**config.mk**
```make
export PLATFORM = sky130hd
export DESIGN_NAME = mux16_rr_arbiter
export DESIGN_NICKNAME = d
export VERILOG_FILES = /design/src/rtl/mux16_rr_arbiter.sv
export SDC_FILE = /design/constraint.sdc
export NUM_CORES = 1
export LEC_CHECK = 0
export CORE_MARGIN = 5
export CORE_UTILIZATION = 50
export DETAILED_ROUTE_END_ITERATION = 8
export GPL_TIMING_DRIVEN = 0
export HOLD_SLACK_MARGIN = 0.05
export PLACE_DENSITY = 0.81
export REMOVE_ABC_BUFFERS = 1
export SLEW_MARGIN = 20
export SYNTH_ARGS = -nofsm -noshare
export SYNTH_HDL_FRONTEND = slang
export SYNTH_SLANG_ARGS = --single-unit
```
**constraint.sdc**
```tcl
create_clock -name clk -period 6 [get_ports clk]
set_input_delay 0.6 -clock clk [delete_from_list [all_inputs] [get_ports clk]]
set_output_delay 0.6 -clock clk [all_outputs]
set_load 0.005 [all_outputs]
```
**src/rtl/mux16_rr_arbiter.sv**
```systemverilog
// rtl/mux16_rr_arbiter.sv - round-robin arbiter driving the select of a shared 16:1 mux
// Optional grant timeout compiled in with `define MUX16_ARB_TIMEOUT_EN (limit = MAX_HOLD cycles).
module mux16_rr_arbiter #(
   parameter int MAX_HOLD = 8
) (
   input  logic        clk,
   input  logic        rst,
   input  logic [15:0] req,
   input  logic        rel,
   output logic [15:0] gnt,
   output logic [3:0]  sel,
   output logic        busy
);

   typedef enum logic {
      IDLE  = 1'b0,
      GRANT = 1'b1
   } state_t;

   state_t      state, state_nxt;
   logic [3:0]  ptr, ptr_nxt;
   logic [15:0] gnt_nxt;
   logic [3:0]  sel_nxt;
   logic        busy_nxt;
   logic [3:0]  winner;
   logic        found;
   logic        timeout;
   logic        grant_end;

   generate
      if (MAX_HOLD < 2 || MAX_HOLD > 256) begin : g_bad_max_hold
         $error("MAX_HOLD must be in 2..256");
      end
   endgenerate

`ifdef MUX16_ARB_TIMEOUT_EN
   localparam int HW = $clog2(MAX_HOLD);
   localparam logic [HW-1:0] HOLD_LAST = HW'(MAX_HOLD - 1);

   logic [HW-1:0] hold, hold_nxt;

   assign timeout = (hold == HOLD_LAST);
`else
   assign timeout = 1'b0;
`endif

   // First requester at or above ptr, wrapping 15 -> 0; the 4-bit add does the wrap.
   always_comb begin
      winner = ptr;
      found  = 1'b0;
      for (int i = 0; i < 16; i++) begin
         if (!found && req[ptr + 4'(i)]) begin
            winner = ptr + 4'(i);
            found  = 1'b1;
         end
      end
   end

   assign grant_end = !req[sel] || rel || timeout;

   always_comb begin
      state_nxt = state;
      gnt_nxt   = gnt;
      sel_nxt   = sel;
      busy_nxt  = busy;
      ptr_nxt   = ptr;
`ifdef MUX16_ARB_TIMEOUT_EN
      hold_nxt  = hold;
`endif
      case (state)
         IDLE: begin
            if (found) begin
               state_nxt = GRANT;
               gnt_nxt   = 16'h0001 << winner;
               sel_nxt   = winner;
               busy_nxt  = 1'b1;
`ifdef MUX16_ARB_TIMEOUT_EN
               hold_nxt  = '0;
`endif
            end
         end
         GRANT: begin
`ifdef MUX16_ARB_TIMEOUT_EN
            hold_nxt = hold + HW'(1);
`endif
            // Always drop to IDLE: the idle cycle is the mux settling bubble.
            if (grant_end) begin
               state_nxt = IDLE;
               gnt_nxt   = '0;
               busy_nxt  = 1'b0;
               ptr_nxt   = sel + 4'd1;
            end
         end
         default: begin
            state_nxt = IDLE;
            gnt_nxt   = '0;
            busy_nxt  = 1'b0;
         end
      endcase
   end

   always_ff @(posedge clk) begin
      if (rst) begin
         state <= IDLE;
         gnt   <= '0;
         sel   <= '0;
         busy  <= 1'b0;
         ptr   <= '0;
`ifdef MUX16_ARB_TIMEOUT_EN
         hold  <= '0;
`endif
      end else begin
         state <= state_nxt;
         gnt   <= gnt_nxt;
         sel   <= sel_nxt;
         busy  <= busy_nxt;
         ptr   <= ptr_nxt;
`ifdef MUX16_ARB_TIMEOUT_EN
         hold  <= hold_nxt;
`endif
      end
   end

endmodule
```
# Word level (Yosys, flattened, before mapping)
# Index checks and enable logic that the tools add are counted.
# word_totals
register_bits	26
in_bits	19
output_inout_bits	21
wordCells	151
# op_classes
add_sub_neg	16
magnitude_cmp	17
eq_ne	2
shift	1
n_mux	74
n_bitwise	1
n_reduce_logical	35
# op_table
operator	count
$lt 4x5->1 const B	17
$bmux 1 s4	17
$mux 4	15
$mux 1	37
$add 4x4->4 const B	8
$mux 16	2
$pmux 16 s2	1
$add 4x3->4 const B	4
$logic_not 1->1	16
$shl 1x4->16 const A	1
$logic_and 1x1->1	15
$add 4x1->4 const B	2
$add 4x2->4 const B	2
$reduce_and 2->1	3
$pmux 1 s2	2
$ne 2x1->1 const B	1
$ne 2x2->1 const B	1
$logic_or 1x1->1	1
$not 1->1	1

# Longest topological paths before layout
# depth
depth_word	51
mapped_depth	19
ltp_nobuf	13

# Worst setup path before layout
# OpenSTA, ideal clock, no wires.
# synth_path
kind	register to register
start	register ptr[1]
end	register gnt[8]
setup_time_ns	0.069
t_arrival_ns	4.979
required_ns	5.931
path_slack_ns	0.952
stages_incl_launch_ff	18
n_path_buf	5
period_less_slack_ns	5.048
path_cell_list	dfxtp_1 -> buf_2 -> buf_2 -> clkbuf_1 -> inv_1 -> ha_1 -> buf_2 -> buf_4 -> mux4_2 -> mux2_2 -> mux2_2 -> nor3_2 -> and4_4 -> nand2_1 -> a211o_1 -> and3_4 -> or4_4 -> o21ai_1
# synth_via
elab_chain_len	51
word_cells_on_any_way	113
cone_classes	add/sub: 15; eq/ne: 1; shift: 1; mux: 65; reduce/logical: 31
# synth_rtl
element	line_no	source
start: declaration	21	logic [3:0] ptr, ptr_nxt;
start signal: assignment	117	ptr <= ptr_nxt;
branches (longest 51 deep; another with $add 4x1->4)	--	
end signal: assignment	114	gnt <= gnt_nxt;
end: declaration	10	output logic [15:0] gnt,
# Parallel ways; which one is timed is not known. The select of a mux whose other input is x is not followed.
# A chain may end at the register's enable or synchronous reset.

# Final worst setup path
# layout_path
start	register ptr[2]
end	register gnt[15]
# The elaborated chain is that of the path after synthesis.

==> out/summary.txt <==
CTS sink cnt: 26
Max-slew violation count: 0
Fillers: 603
GPL Wtd Cong: 0.966
Core region area: 0.00687 sq mm
Cell Count, Final, Fillers Out: 529
Fin area: 0.00407 sq mm
Leak: 1.36 nW
P per Cell Area: 538 mW/mm^2
Class of the worst hold path: register to register
Syn Std Cell Area: 0.00357 sq mm
Peak VDD IR: 0.223 mV
Fraction of registers with async set/reset: 0%
Setup ws final: 411 ps
Tot Pwr: 2.19 mW
Post-synthesis xor/xnor area fraction: 3.68%
Final min period: 5590 ps
WP data required: 6210 ps
Crit path max fanout: 21
Sequential share of the synthesized area: 14.6%
Post-CTS setup repair buffer count: 0
Clk pin slew, worst setup/hold paths: 90 ps
Max-cap violations: 0
Synth Instances: 410
Die width: 94.5 microns
Initial antenna violation count: 0
Clock latency on the worst-skew pair: 270 ps
Worst setup SP type: register
Total grt overflow: 0
# setup viols final: 0
Synth Area in Compound Gates: 22.2%
Via count: 3520
1st-pass router iterations: 8
Die area: 0.00893 sq mm
Period utilization: 93.2%
Pin count of the biggest net entering global routing: 34
Area growth, synth to finish: 13.8%
Initial drt markers: 427
Largest family of logic cells by synthesized area: multiplexers
Yosys cell types: 77
Clk root buf: clkbuf_8
Fin nets: 462
Syn avg cell area: 8.71 sq um
H-tree levels: 1
Measured slew at the worst slew-check pin: 996 ps
Post-place setup slack: 207 ps
Layout cells sized above 1: 17.3%
Post-synth EDFFs: 0
Diode count: 0
RSZ-0062 raised after global routing: false
Initial Util: 52.0%
Clock Tree Buf Depth: 2
Most used DFF post-synth: dfxtp_1
Number of global-route vias before repair: 3259
Mux contribution to synthesized area: 31.3%
DRC viols: 0
TritonCTS clock tree: built
First-pass GRT wire length: 16.2 mm
Final WL: 10.0 mm
Num rows: 30
Simple logic cell fraction of the synthesized area: 20.8%
CP Class: register to register
Dpl cells: 525
CP arrival: 5800 ps
Routed Antenna Nets: 0
Num CTS Buffers: 3
Rel. slew slack: 33.5%
Yosys warning total: 0
I/O pin count: 40
Detailed-placement wirelength estimate: 7.58 mm
GRT Total Usage: 22.6%
Fin Setup TNS: 0 ps
Synthesized flop and latch total: 26
Buffers on Ports: 39
Final clock skew: 4.27 ps
Peak Freq: 179 MHz
Die outline height: 94.5 microns
Routed len/inst: 19.0 microns
Dpl cell area: 0.00399 sq mm
Post-DR vias/cell: 6.65
CTS hold repair buffers: 0
Crit end category: register
Final Hold Vio Count: 0
Adder-Cell Fraction of Synth Area: 3.15%
Outcome: completed
Reg2reg setup slack: 410 ps
[final cells by class]
class / instances / area [sq um] / area share, %
inverter: 9 / 33.8 / 0.831
clock buffer: 3 / 41.3 / 1.02
multi-input combinational: 354 / 2910 / 71.5
clock inverter: 1 / 30.0 / 0.739
tap: 96 / 120 / 2.95
sequential: 26 / 523 / 12.9
timing repair buffer: 40 / 410 / 10.1
[logic make-up (layout without fill, tap and decap cells)]
group / Yosys count / count (layout)
AO/OA/AOI/OAI: 118 / 118
multiplexers: 72 / 72
adder cells (fa/ha/maj): 9 / 9
buffers and inverters: 30 / 53
AND/OR/NAND/NOR: 140 / 140
flip-flops: 26 / 26
XOR/XNOR: 15 / 15
[through the flow]
stage,hold WS (ps),util (%)
2_1_floorplan,442,-
3_3_place_gp,433,57.7
3_5_place_dp,437,58.0
4_1_cts,450,59.1
5_1_grt,464,59.2
6_report,447,59.2
[critical path, stage by stage (launching register included)]
cell      delay [ps]
dfxtp_1          880
inv_1            520
ha_1             690
clkinv_1         370
mux2_2           410
a221o_1          460
or2_4            300
or3_1            500
nor3_4           240
a211oi_1          90
a211oi_2         320
nor2_1           140
or3b_4           420
o21ai_1          150
[metal layers]
layer	vias up	part of all wire, %	GRT usage, %
met5	-	0	0
met4	0	3.9	9.50
met3	37	6.3	1.99
met2	174	47	37.3
met1	1663	42	30.5
li1	1646	-	-
[state kept, by name, summed over array words and instances, names as in the netlist]
name,flops
busy,1
state,1
ptr,4
gnt,16
sel,4
[cell usage in the layout (no fill, tap or decap), types with 3 or more instances in the layout]
master,synthesis,routed
a2111oi_0,4,4
a211o_1,3,3
a211oi_1,7,7
a21oi_1,24,24
and2_1,5,5
clkbuf_8,0,3
clkdlybuf4s50_1,0,39
dfxtp_1,26,24
ha_1,9,8
inv_1,7,7
mux2_2,16,16
mux2i_1,25,25
mux4_2,30,30
nand2_1,40,40
nand2b_1,5,5
nand3_1,14,14
nor2_1,31,31
nor2b_1,6,6
nor3_1,10,10
nor3_4,2,3
nor3b_1,3,3
o211ai_1,4,4
o21a_1,5,5
o21ai_0,17,17
o21ai_1,15,15
o22ai_1,5,5
or2_2,3,3
or3_1,3,3
xnor2_1,13,13
[power by group]
part | internal [mW] | switching, mW
Combinational | 0.742 | 0.998
Clock | 0.0892 | 0.0540
Sequential | 0.218 | 0.0874
[worst paths after layout]
check,from,to,cells after the start
max,ptr[2],gnt[15],13
min,gnt[12],gnt[12],2
max reg2reg,ptr[2],gnt[15],13
min reg2reg,gnt[12],gnt[12],2
[repair_timing]
| action | 4_1_cts | 5_1_grt |
|---|---|---|
| hold endpoints to repair | 0 | 0 |
| gates resized for setup | 0 | 1 |
| setup endpoints to repair | 0 | 16 |
[synth_stat cells (all sizes together), types with 3 or more instances]
cell / number / share of area, %
o21a: 5 / 1.1
a21boi: 3 / 0.63
a211o: 3 / 0.74
a21oi: 25 / 3.6
nor3: 14 / 2.9
buf: 12 / 2.4
nand3: 14 / 2.0
o22ai: 5 / 0.88
mux2: 17 / 5.4
mux4: 30 / 19
or2: 4 / 0.77
a211oi: 9 / 2.2
ha: 9 / 3.2
and2: 5 / 0.88
nand2: 40 / 4.2
nor2b: 6 / 1.1
or3: 4 / 0.84
mux2i: 25 / 7.0
dfxtp: 26 / 15
xnor2: 13 / 3.2
o211ai: 4 / 0.84
nand2b: 5 / 0.88
nor2: 31 / 3.3
a2111oi: 4 / 0.98
nor3b: 3 / 0.63
inv: 8 / 0.84
o21ai: 32 / 4.5
clkbuf: 9 / 0.95
No activity file was read; power rests on OpenSTA's default activity.
